[config.mk]
export PLATFORM = sky130hd
export DESIGN_NAME = scan_decoder_flat
export DESIGN_NICKNAME = d
export VERILOG_FILES = /design/src/rtl/scan_decoder_if.sv /design/src/rtl/scan_decoder.sv /design/src/flat_wrapper.sv
export SDC_FILE = /design/constraint.sdc
export NUM_CORES = 1
export LEC_CHECK = 0
export ABC_AREA = 1
export CAP_MARGIN = 20
export CORE_MARGIN = 3
export CORE_UTILIZATION = 26
export CTS_BUF_LIST = sky130_fd_sc_hd__clkbuf_2 sky130_fd_sc_hd__clkbuf_4 sky130_fd_sc_hd__clkbuf_8
export DETAILED_ROUTE_END_ITERATION = 6
export PLACE_DENSITY = 0.5
export SETUP_SLACK_MARGIN = 0.3
export SLEW_MARGIN = 30
export SYNTH_ARGS = -nofsm -noshare
export SYNTH_HDL_FRONTEND = slang
export SYNTH_SLANG_ARGS = --single-unit
[constraint.sdc]
create_clock -name iClk -period 4.5 [get_ports iClk]
set_input_delay 0.45 -clock iClk [delete_from_list [all_inputs] [get_ports iClk]]
set_output_delay 0.45 -clock iClk [all_outputs]
set_load 0.05 [all_outputs]
[src/rtl/scan_decoder_if.sv]
// rtl/scan_decoder_if.sv - enable/mode/select inputs and decoded select-line outputs of scan_decoder
interface scan_decoder_if #(
  parameter int SEL_W = 3
);
  localparam int OUT_N = 2**SEL_W;

  logic [1:0]       iEna;
  logic             iMode;
  logic [SEL_W-1:0] iData;
  logic [OUT_N-1:0] oData;
  logic [SEL_W-1:0] oSel;
  logic             oWrap;

  modport master (output iEna, iMode, iData, input oData, oSel, oWrap);
  modport slave  (input iEna, iMode, iData, output oData, oSel, oWrap);
endinterface

[src/rtl/scan_decoder.sv]
// rtl/scan_decoder.sv - registered N-to-2^N active-low decoder with direct and prescaled scan modes
// Optional blanking at the start of every scan channel is built when SCAN_BLANK_EN is defined.
module scan_decoder #(
  parameter int SEL_W     = 3,
  parameter int LAST      = 2**SEL_W-1,
  parameter int TICK_DIV  = 100000,
  parameter int BLANK_CYC = 2
) (
  input  logic          iClk,
  input  logic          iRst,
  scan_decoder_if.slave bus
);
  localparam int OUT_N = 2**SEL_W;
  localparam int PRE_W = $clog2(TICK_DIV);

  typedef enum logic [1:0] {IDLE, DIRECT, SCAN} state_t;

  generate
    if (TICK_DIV < 2 || BLANK_CYC >= TICK_DIV || LAST < 0 || LAST >= OUT_N) begin : g_bad_params
      $error("scan_decoder: illegal parameter set");
    end
  endgenerate

  state_t           state_q, state_d;
  logic [SEL_W-1:0] idx_q, idx_d;
  logic [PRE_W-1:0] pre_q, pre_d;
  logic [OUT_N-1:0] data_q, data_d;
  logic [SEL_W-1:0] sel_q, sel_d;
  logic             wrap_q, wrap_d;

  logic enabled;
  logic terminal;
  logic at_last;

  assign enabled  = (bus.iEna == 2'b10);
  assign terminal = (pre_q == PRE_W'(TICK_DIV-1));
  assign at_last  = (idx_q == SEL_W'(LAST));

  always_ff @(posedge iClk or posedge iRst) begin
    if (iRst) begin
      state_q <= IDLE;
      idx_q   <= '0;
      pre_q   <= '0;
      data_q  <= '1;
      sel_q   <= '0;
      wrap_q  <= 1'b0;
    end else begin
      state_q <= state_d;
      idx_q   <= idx_d;
      pre_q   <= pre_d;
      data_q  <= data_d;
      sel_q   <= sel_d;
      wrap_q  <= wrap_d;
    end
  end

  always_comb begin
    state_d = IDLE;
    if (enabled) begin
      state_d = bus.iMode ? SCAN : DIRECT;
    end
  end

  // Actions follow the state being entered, so a mode change on a terminal count suppresses the step.
  always_comb begin
    idx_d  = idx_q;
    pre_d  = pre_q;
    data_d = '1;
    sel_d  = '0;
    wrap_d = 1'b0;
    case (state_d)
      DIRECT: begin
        data_d = ~(OUT_N'(1) << bus.iData);
        sel_d  = bus.iData;
      end
      SCAN: begin
        if (state_q == DIRECT) begin
          idx_d = '0;
          pre_d = '0;
        end else if (terminal) begin
          pre_d  = '0;
          idx_d  = at_last ? '0 : idx_q + SEL_W'(1);
          wrap_d = at_last;
        end else begin
          pre_d = pre_q + PRE_W'(1);
        end
        data_d = ~(OUT_N'(1) << idx_d);
        sel_d  = idx_d;
`ifdef SCAN_BLANK_EN
        if (pre_d < PRE_W'(BLANK_CYC)) begin
          data_d = '1;
        end
`else
`endif
      end
      default: ;
    endcase
  end

  assign bus.oData = data_q;
  assign bus.oSel  = sel_q;
  assign bus.oWrap = wrap_q;
endmodule
[src/flat_wrapper.sv]
// flat-port wrapper written by rule: the top's interface ports become plain ports
module scan_decoder_flat 
#(
  parameter int SEL_W     = 3,
  parameter int LAST      = 2**SEL_W-1,
  parameter int TICK_DIV  = 100000,
  parameter int BLANK_CYC = 2
)
  (iClk, iRst, bus_iEna, bus_iMode, bus_iData, bus_oData, bus_oSel, bus_oWrap);
  scan_decoder_if #(.SEL_W(SEL_W)) bus_i ();
  input  logic iClk;
  input  logic iRst;
  input wire logic [$bits(bus_i.iEna)-1:0] bus_iEna;
  input wire logic [$bits(bus_i.iMode)-1:0] bus_iMode;
  input wire logic [$bits(bus_i.iData)-1:0] bus_iData;
  output wire logic [$bits(bus_i.oData)-1:0] bus_oData;
  output wire logic [$bits(bus_i.oSel)-1:0] bus_oSel;
  output wire logic [$bits(bus_i.oWrap)-1:0] bus_oWrap;
  assign bus_i.iEna = bus_iEna;
  assign bus_i.iMode = bus_iMode;
  assign bus_i.iData = bus_iData;
  assign bus_oData = bus_i.oData;
  assign bus_oSel = bus_i.oSel;
  assign bus_oWrap = bus_i.oWrap;
  scan_decoder #(.SEL_W(SEL_W), .LAST(LAST), .TICK_DIV(TICK_DIV), .BLANK_CYC(BLANK_CYC)) u_core (.iClk(iClk), .iRst(iRst), .bus(bus_i));
endmodule
---- Yosys cells after proc, flatten, opt, wreduce, memory -nomap -nowiden ----
Cells that the tools add are included.
cells by class
  add/sub/neg operators ................... 2
  $mul .................................... 0
  div/mod/pow operators ................... 0
  order comparisons ....................... 0
  eq/ne operators ......................... 6
  shift-type cells ........................ 2
  multiplexer cells ....................... 13
  bitwise gates (word level) .............. 2
  reductions and logical operators ........ 0
operators by type and width
  cell                   count
  $mux 17                2
  $add 17x1->17 const B  1
  $eq 17x17->1 const B   1
  $not 8->8              2
  $pmux 8 s2             1
  $shl 1x3->8 const A    2
  $mux 3                 4
  $pmux 3 s2             1
  $eq 2x1->1 const B     2
  $eq 2x2->1 const B     2
  $mux 2                 2
  $add 3x1->3 const B    1
  $eq 3x3->1 const B     1
  $mux 1                 3
word-level totals
  register bits ........................... 34
  bits in latches ......................... 0
  bits in writable memories ............... 0
  bits in read-only memories .............. 0
  word-level logic and storage cells ...... 31
  memories kept ........................... 0

---- Longest topological paths before layout ----
Gate-level depths: netlist of run 1.
  depth after elaboration ................. 8
  mapped depth ............................ 12
  mapped depth without buffers ............ 12

---- Worst setup path before layout of run 1 ----
No wires, ideal clock.
  path kind ............................... register -> register
  from .................................... reg u_core.pre_q[0]
  to ...................................... reg u_core.data_q[3], in the netlist u_core.bus.oData[3]
  library setup time ...................... 0.076 ns
  arrival ................................. 1.407 ns
  setup slack ............................. 3.017 ns
  cell stages (with the launch flop) ...... 12
  buffers on the path ..................... 0
  cell sequence ........................... dfrtp_1 ha_1 nand2_1 clkinv_1 nand2_2 nor2_8 nand2_8 nand3_2 nand2_2 nand2_2 nor2_2 nor2_2
between the ends
  cells in the longest elaborated chain, start to end .. 7
ends and longest elaborated chain
  item                      RTL line            text
  start: declaration        scan_decoder.sv:26  logic [PRE_W-1:0] pre_q, pre_d;
  start signal: assignment  scan_decoder.sv:50  pre_q <= pre_d;
  $eq 17x17->1              scan_decoder.sv:36  assign terminal = (pre_q == PRE_W'(TICK_DIV-1));
  $mux 3                    scan_decoder.sv:80  end else if (terminal) begin
  $mux 3                    scan_decoder.sv:77  if (state_q == DIRECT) begin
  $mux 3                    scan_decoder.sv:71  case (state_d)
  $shl 1x3->8               scan_decoder.sv:87  data_d = ~(OUT_N'(1) << idx_d);
  $not 8->8                 scan_decoder.sv:87
  $pmux 8 s2                scan_decoder.sv:71
  net u_core.data_d[3]      scan_decoder.sv:27  logic [OUT_N-1:0] data_q, data_d;
  end signal: assignment    scan_decoder.sv:51  data_q <= data_d;
  end: declaration          scan_decoder.sv:27
The timed path passes the listed nets, and every way through them passes these cells. The select of a mux whose other input is x is not followed.
A chain may end at the register's enable or synchronous reset.

---- Worst setup path after layout of run 1 ----
  from .................................... in bus_iEna[1]
  to ...................................... reg u_core.pre_q[8]
between the ends
  cells in the longest elaborated chain, start to end .. 3
ends and longest elaborated chain
  item                RTL line            text
  start: declaration  flat_wrapper.sv:13  input wire logic [$bits(bus_i.iEna)-1:0] bus_iEna;
  $eq 2x2->1          scan_decoder.sv:35  assign enabled = (bus.iEna == 2'b10);
  $mux 2              scan_decoder.sv:59  if (enabled) begin
  $eq 2x2->1          scan_decoder.sv:71
Every way passes these cells.

==> results of run 1 <==
## power groups by stage
stage          Clock [mW]  Combinational [mW]  Sequential, mW
6_report            0.239               0.130           0.362
5_1_grt             0.270               0.148           0.366
4_1_cts             0.248               0.132           0.362
3_5_place_dp            0               0.132           0.368
3_3_place_gp            0               0.130           0.369
2_1_floorplan           0              0.0905           0.371
## state kept, by name, indices dropped and copies added, names as in the netlist
register          flops
u_core.state_q        2
u_core.idx_q          3
u_core.pre_q         17
u_core.bus.oData      8
u_core.bus.oSel       3
u_core.bus.oWrap      1
## logic make-up (layout without fill, tap and decap cells)
logic type	after synthesis	count (layout)	synth area share, %
flops	34	34	43.7
simple gates	139	139	38.0
buf+inv	38	62	7.87
xor+xnor	1	1	0.444
fa+ha+maj	3	3	1.90
compound gates	29	29	8.12
## cells in the final DEF (no fill, tap or decap), types with 5 or more instances in the layout
| master | instances |
|---|---|
| sky130_fd_sc_hd__nand4_1 | 5 |
| sky130_fd_sc_hd__nand2_2 | 6 |
| sky130_fd_sc_hd__o21ai_0 | 6 |
| sky130_fd_sc_hd__nand3_1 | 9 |
| sky130_fd_sc_hd__nor2_2 | 6 |
| sky130_fd_sc_hd__clkbuf_8 | 6 |
| sky130_fd_sc_hd__nand2_1 | 49 |
| sky130_fd_sc_hd__inv_1 | 27 |
| sky130_fd_sc_hd__dfstp_2 | 8 |
| sky130_fd_sc_hd__dfrtp_1 | 26 |
| sky130_fd_sc_hd__nor3_1 | 6 |
| sky130_fd_sc_hd__clkdlybuf4s50_1 | 19 |
| sky130_fd_sc_hd__a21oi_1 | 15 |
| sky130_fd_sc_hd__nor2_1 | 38 |
## synthesized netlist by cell type (all sizes together)
cell type | count | area [µm²]
o41ai | 1 | 8.76
nor3 | 7 | 40.0
ha | 3 | 37.5
a21oi | 16 | 83.8
nand3b | 1 | 7.51
or2 | 2 | 12.5
xor2 | 1 | 8.76
dfrtp | 26 | 651
nor4 | 1 | 6.26
buf | 3 | 21.3
o21ai | 9 | 45.0
o21a | 2 | 15.0
o31ai | 1 | 7.51
clkinv | 3 | 13.8
inv | 31 | 116
nand3 | 15 | 120
nor2 | 46 | 220
nand2 | 60 | 287
dfstp | 8 | 210
nand4 | 7 | 56.3
clkbuf | 1 | 3.75
## area by class of cell
type                    count  area, µm²  area share, %
clock inverters             1       5.00          0.212
well taps                  99        124           5.24
clock buffers               7       90.1           3.81
multi-input cells         172        956           40.4
flip-flops and latches     34        861           36.4
inverters                  34        130           5.51
repair buffers             20        198           8.36
## worst max-delay path, delay by kind of cell
family,cells,cell delay [ns]
AOI/OAI and AO/OA,2,0.23
buffers and inverters,3,1.14
and+or+nand+nor,3,0.63
## worst paths after layout
kind / from / to / slack [ns] / cells after the start
worst max-delay path: bus_iEna[1] / u_core.pre_q[8]$_DFFE_PP0P_ / 2.21 / 8
worst min-delay path: u_core.pre_q[1]$_DFFE_PP0P_ / u_core.pre_q[1]$_DFFE_PP0P_ / 0.53 / 2
worst max register to register: u_core.pre_q[0]$_DFFE_PP0P_ / u_core.pre_q[13]$_DFFE_PP0P_ / 2.78 / 10
worst min register to register: u_core.pre_q[1]$_DFFE_PP0P_ / u_core.pre_q[1]$_DFFE_PP0P_ / 0.53 / 2
max in group asynchronous: iRst / u_core.bus.oData[0]$_DFF_PP1_ / 3.60 / 3
min in group asynchronous: iRst / u_core.bus.oSel[2]$_DFF_PP0_ / 0.56 / 3
## stage by stage
step           instance area, µm²  hold slack [ns]  utilization, %  power [mW]  std cells
6_report                     2360            0.528            32.4       0.731        367
5_1_grt                      2360            0.568            32.4       0.784        367
4_1_cts                      2360            0.530            32.4       0.742        367
3_5_place_dp                 2270            0.511            31.1       0.499        359
3_3_place_gp                 2270            0.513            31.1       0.498        359
2_1_floorplan                1970            0.475               -       0.461        244
## metal layers
metal  share of wire [%]  routed length, µm  track usage (%)  up-vias
li1                    -                  -                -      823
met1                  47               1970             14.2      736
met2                  48               2030             16.9       20
met3                 2.9                123             2.41        5
met4                 1.9                 78             4.88        0
met5                   0                  0                0        -
==> flow_summary.ini, run 1 <==
[power]
power_per_cell_area_nw_per_um2 = 309
worst_ir_drop_vdd_v = 0.0000840
clock_power_share_pct = 32.6
sw_frac_of_total_pct = 30.1
power.static_leakage_nw = 1.11
netsw_mw = 0.220
combinationalPowerShare_pct = 17.8
intPower_mw = 0.511
p_seq_share_pct = 49.6

[setup_path]
timing.critical_path.cells = clkdlybuf4s50_1, inv_1, nor2_1, nand2_1, inv_1, nand2_1, o21ai_1, a21oi_1
cp.required_ns = 4.67
critical_path_peak_fanout = 21
cp_data_arrival_time_ns = 2.46
timing.critical_path.from_type = input port
critPathMaxStageDelay_ns = 0.66
worstSetupPathType = input port to flop
crit_path_end_kind = flop
cpMaxStageDelayCell = sky130_fd_sc_hd__inv_1

[floorplanning]
die_height_um = 93.1
floorplan.initialDensity_pct = 27.0
fp.dieArea_um2 = 8660
io_pins = 20
rows = 31
placeableCoreArea_um2 = 7290
die_w_um = 93.1

[routing]
detail_route.vias_per_cell = 4.32
drt-wirelength-per-cell_um = 11.4
drt_wl_total_um = 4200
drt.antenna.violating_nets = 0
drt_drc_violations_left = 0
num_vias = 1584
drtIter0Drc = 84
drt_pre_antenna_iters = 4

[sta]
report.final.setup_viol = 0
timing.final.crit_period_ns = 2.29
timing.final.max_slew_violations = 0
fin_crit_sh_pct = 50.8
slew-limit-headroom_pct = 52.3
tns_ns = 0
grt_setup_unrepaired = false
clock-skew-final_ns = 0.00688
worst_pin_slew_ns = 0.715
maxClockFrequency_mhz = 437
final-hold-violation-count = 0
setup_slack_ns = 2.21

[global_routing]
groute.usage.overall_pct = 10.8
grt_start_max_net_pins = 35
grt_remaining_overflow = 0
grt_pass1_vias = 1557
grt_first_pass_wirelength_um = 7340
grt_antenna_before_repair = 0

[flow_run]
drv.max_cap_violation_count = 0

[placement]
number_of_buffer_cells_added_on_primary_ports = 19
finalWeightedCongestion = 0.846
place_hpwl_um = 3190
pre_cts_slack_ns = 1.89

[final_layout]
drive_above_1_share_pct = 19.8
fill_cells = 803
diodes = 0
finish.net_count = 278
syn_to_final_growth_pct = 19.9

[hold_path]
worst_hold_path_class = flop to flop

[cts]
ctsHoldBuffers = 0
clockRootBuffer = sky130_fd_sc_hd__clkbuf_8
clock_sinks = 34
cts_inserted_buffers = 5
clkSlewWorstSetupHoldPaths_ns = 0.07
clock_path_buffers = 2
cts_post_setup_buffers_inserted = 0
post_cts_resize_count = 0
htree_levels = 2
worst_skew_pair.late_latency_ns = 0.28
tritoncts_clock_tree = done

[status]
run_status = completed

[yosys]
post_synth.cell_area_avg_um2 = 8.08
cell_area_synth_um2 = 1970
synth_cells = 244
synth.yosys.seq_area_share_pct = 43.7
yosysWarningCount = 0
distinct_cell_type_count_after_synthesis = 36
post_synthesis_sequential_element_count = 34
mappedNetlistNets = 255
Power figures use the tool's default switching activity.
==> run 2: changes to the inputs <==
Clock period 4.5 ns to 2.29 ns, I/O delays scaled along.
==> run 2 against run 1 <==
Sequential cell count unchanged. Sequential share of layout area decreased by 0.38 points. Sequential power is 97% higher. Cell count grew 0.82%. Clock skew increased by 0.0015 ns. Clock power rose by 100%. First-iteration DRC count up 37%. Via count down 0.69%. Register-to-register slack got worse by 2.2 ns. Global-route usage fell by 0.20 points. Die area is the same. Worst setup slack worse by 1.8 ns. Critical endpoint is now bus_oData[5]. Largest cell class unchanged. Largest power group unchanged. Highest routed layer unchanged.
==> flow_summary.ini, run 2 (synthesis results as in run 1) <==
[status]
run_status = completed

[sta]
worst_pin_slew_ns = 0.503
timing.final.crit_period_ns = 1.83
slew-limit-headroom_pct = 66.4
maxClockFrequency_mhz = 547
report.final.setup_viol = 0
clock-skew-final_ns = 0.00842
tns_ns = 0
fin_crit_sh_pct = 79.8
timing.final.max_slew_violations = 0
grt_setup_unrepaired = false
final-hold-violation-count = 0

[final_layout]
drive_above_1_share_pct = 20.7
syn_to_final_growth_pct = 21.1
mostFrequentLayoutCells = sky130_fd_sc_hd__nand2_1, sky130_fd_sc_hd__nor2_1, sky130_fd_sc_hd__inv_1
mostFrequentLayoutCell = sky130_fd_sc_hd__nand2_1
diodes = 0
finish.net_count = 281
top_register = u_core.pre_q
instances_no_fill = 370
largest_reg_flops = 17
fill_cells = 780

[setup_path]
crit_path_end_kind = primary output
timing.critical_path.from_type = flop
r2r_setup_slack_ns = 0.57
cp_data_arrival_time_ns = 1.60
crit_buf_inv = 1
critPathLaunch = u_core.bus.oData[5]$_DFF_PP1_
cpLargestDelayFamily = buffers and inverters
cpMaxStageDelayCell = sky130_fd_sc_hd__clkdlybuf4s50_1
r2r_start = u_core.pre_q[0]$_DFFE_PP0P_
critPathMaxStageDelay_ns = 0.79
cp.required_ns = 2.06
critical_path_peak_fanout = 1
timing.critical_path.cells = clkdlybuf4s50_1
worstSetupPathType = flop to primary output

[floorplanning]
floorplan.initialDensity_pct = 27.0
placeableCoreArea_um2 = 7290
fp.dieArea_um2 = 8660
rows = 31
die_height_um = 93.1
io_pins = 20
die_w_um = 93.1

[cts]
clock_sinks = 34
clockRootBuffer = sky130_fd_sc_hd__clkbuf_8
worst_skew_pair.late_latency_ns = 0.29
clkSlewWorstSetupHoldPaths_ns = 0.07
clock_path_buffers = 2
cts_post_setup_buffers_inserted = 0
ctsHoldBuffers = 0
htree_levels = 2
cts_inserted_buffers = 5
tritoncts_clock_tree = done
post_cts_resize_count = 0

[flow_run]
drv.max_cap_violation_count = 0

[global_routing]
grt_first_pass_wirelength_um = 7310
grt_antenna_before_repair = 0
grt_start_max_net_pins = 35
grt_remaining_overflow = 0
groute.usage.overall_pct = 10.6
grt_pass1_vias = 1526

[routing]
detail_route.vias_per_cell = 4.25
wirelength_met1_um = 2200
num_vias = 1573
top_layer = met4
routed-wl-met2_um = 1790
drt_drc_violations_left = 0
drt_wl_total_um = 4160
drt.antenna.violating_nets = 0
drt-wirelength-per-cell_um = 11.2
drt_pre_antenna_iters = 4
routed_wire_length_on_met3_um = 98
drtIter0Drc = 115

[power]
worst_ir_drop_vdd_v = 0.000180
power_per_cell_area_nw_per_um2 = 607
power.static_leakage_nw = 1.13

[placement]
number_of_buffer_cells_added_on_primary_ports = 19
place_hpwl_um = 3200
finalWeightedCongestion = 0.796
placed_cells_incl_taps = 362

[hold_path]
worst_hold_path_class = input port to asynchronous set/reset pin
[run 2: cell types whose count changed in the layout (fill, tap and decap cells not counted)]
cell / before / now
sky130_fd_sc_hd__clkbuf_4: 1 / 2
sky130_fd_sc_hd__buf_4: 1 / 4
sky130_fd_sc_hd__clkinv_2: 3 / 2
[run 2: worst reg2reg max path, cell delays in order, from the launching register on]
cell and delay [ns]:
sky130_fd_sc_hd__dfrtp_1 0.42, sky130_fd_sc_hd__ha_1 0.23, sky130_fd_sc_hd__nand2_1 0.10, sky130_fd_sc_hd__clkinv_1 0.12, sky130_fd_sc_hd__nand2_2 0.14, sky130_fd_sc_hd__nor2_8 0.07, sky130_fd_sc_hd__nand2_8 0.09, sky130_fd_sc_hd__nand2_4 0.07
sky130_fd_sc_hd__inv_2 0.15, sky130_fd_sc_hd__o31ai_1 0.10, sky130_fd_sc_hd__a21oi_1 0.14
[run 2: per-stage QoR]
step                worst slack, ns  hold slack [ns]  total power, mW  area [µm²]  utilization (%)
floorplan                     0.807            0.317            0.907        1970                -
global placement              0.452            0.502            0.979        2290             31.4
global route                  0.361            0.389             1.54        2390             32.8
finish                        0.463            0.334             1.45        2390             32.8
detailed placement            0.441            0.501            0.981        2290             31.4
CTS                           0.450            0.348             1.47        2390             32.8
[run 2: area by class of cell]
class                      count  area (µm²)  area share (%)
tap                           99         124            5.19
inverter                      34         130            5.45
sequential                    34         861            36.0
multi-input combinational    172         956            40.0
clock buffer                   8        97.6            4.09
timing repair buffer          23         220            9.22
[run 2: power by group]
group / switching [mW] / internal (mW) / total (mW) / leakage, nW
Sequential: 0.0520 / 0.660 / 0.712 / 0.427
Clock: 0.215 / 0.269 / 0.484 / 0.0523
Combinational: 0.163 / 0.0910 / 0.254 / 0.648
Total: 0.430 / 1.02 / 1.45 / 1.13
[run 2: path summary, 6_finish.rpt]
| kind | endpoint | cells after the start |
|---|---|---|
| hold / removal | u_core.pre_q[2]$_DFFE_PP0P_ | 3 |
| setup reg to reg | u_core.pre_q[13]$_DFFE_PP0P_ | 10 |
| max in group asynchronous | u_core.bus.oData[4]$_DFF_PP1_ | 3 |
| setup / recovery | bus_oData[5] | 1 |
| hold reg to reg | u_core.pre_q[1]$_DFFE_PP0P_ | 2 |
| min in group iClk | u_core.pre_q[1]$_DFFE_PP0P_ | 2 |
[run 2: metal layers]
metal | global-route usage, % | vias up
li1 | - | 830
met1 | 15.7 | 712
met2 | 15.2 | 26
met3 | 1.93 | 5
met4 | 4.03 | 0
met5 | 0 | -
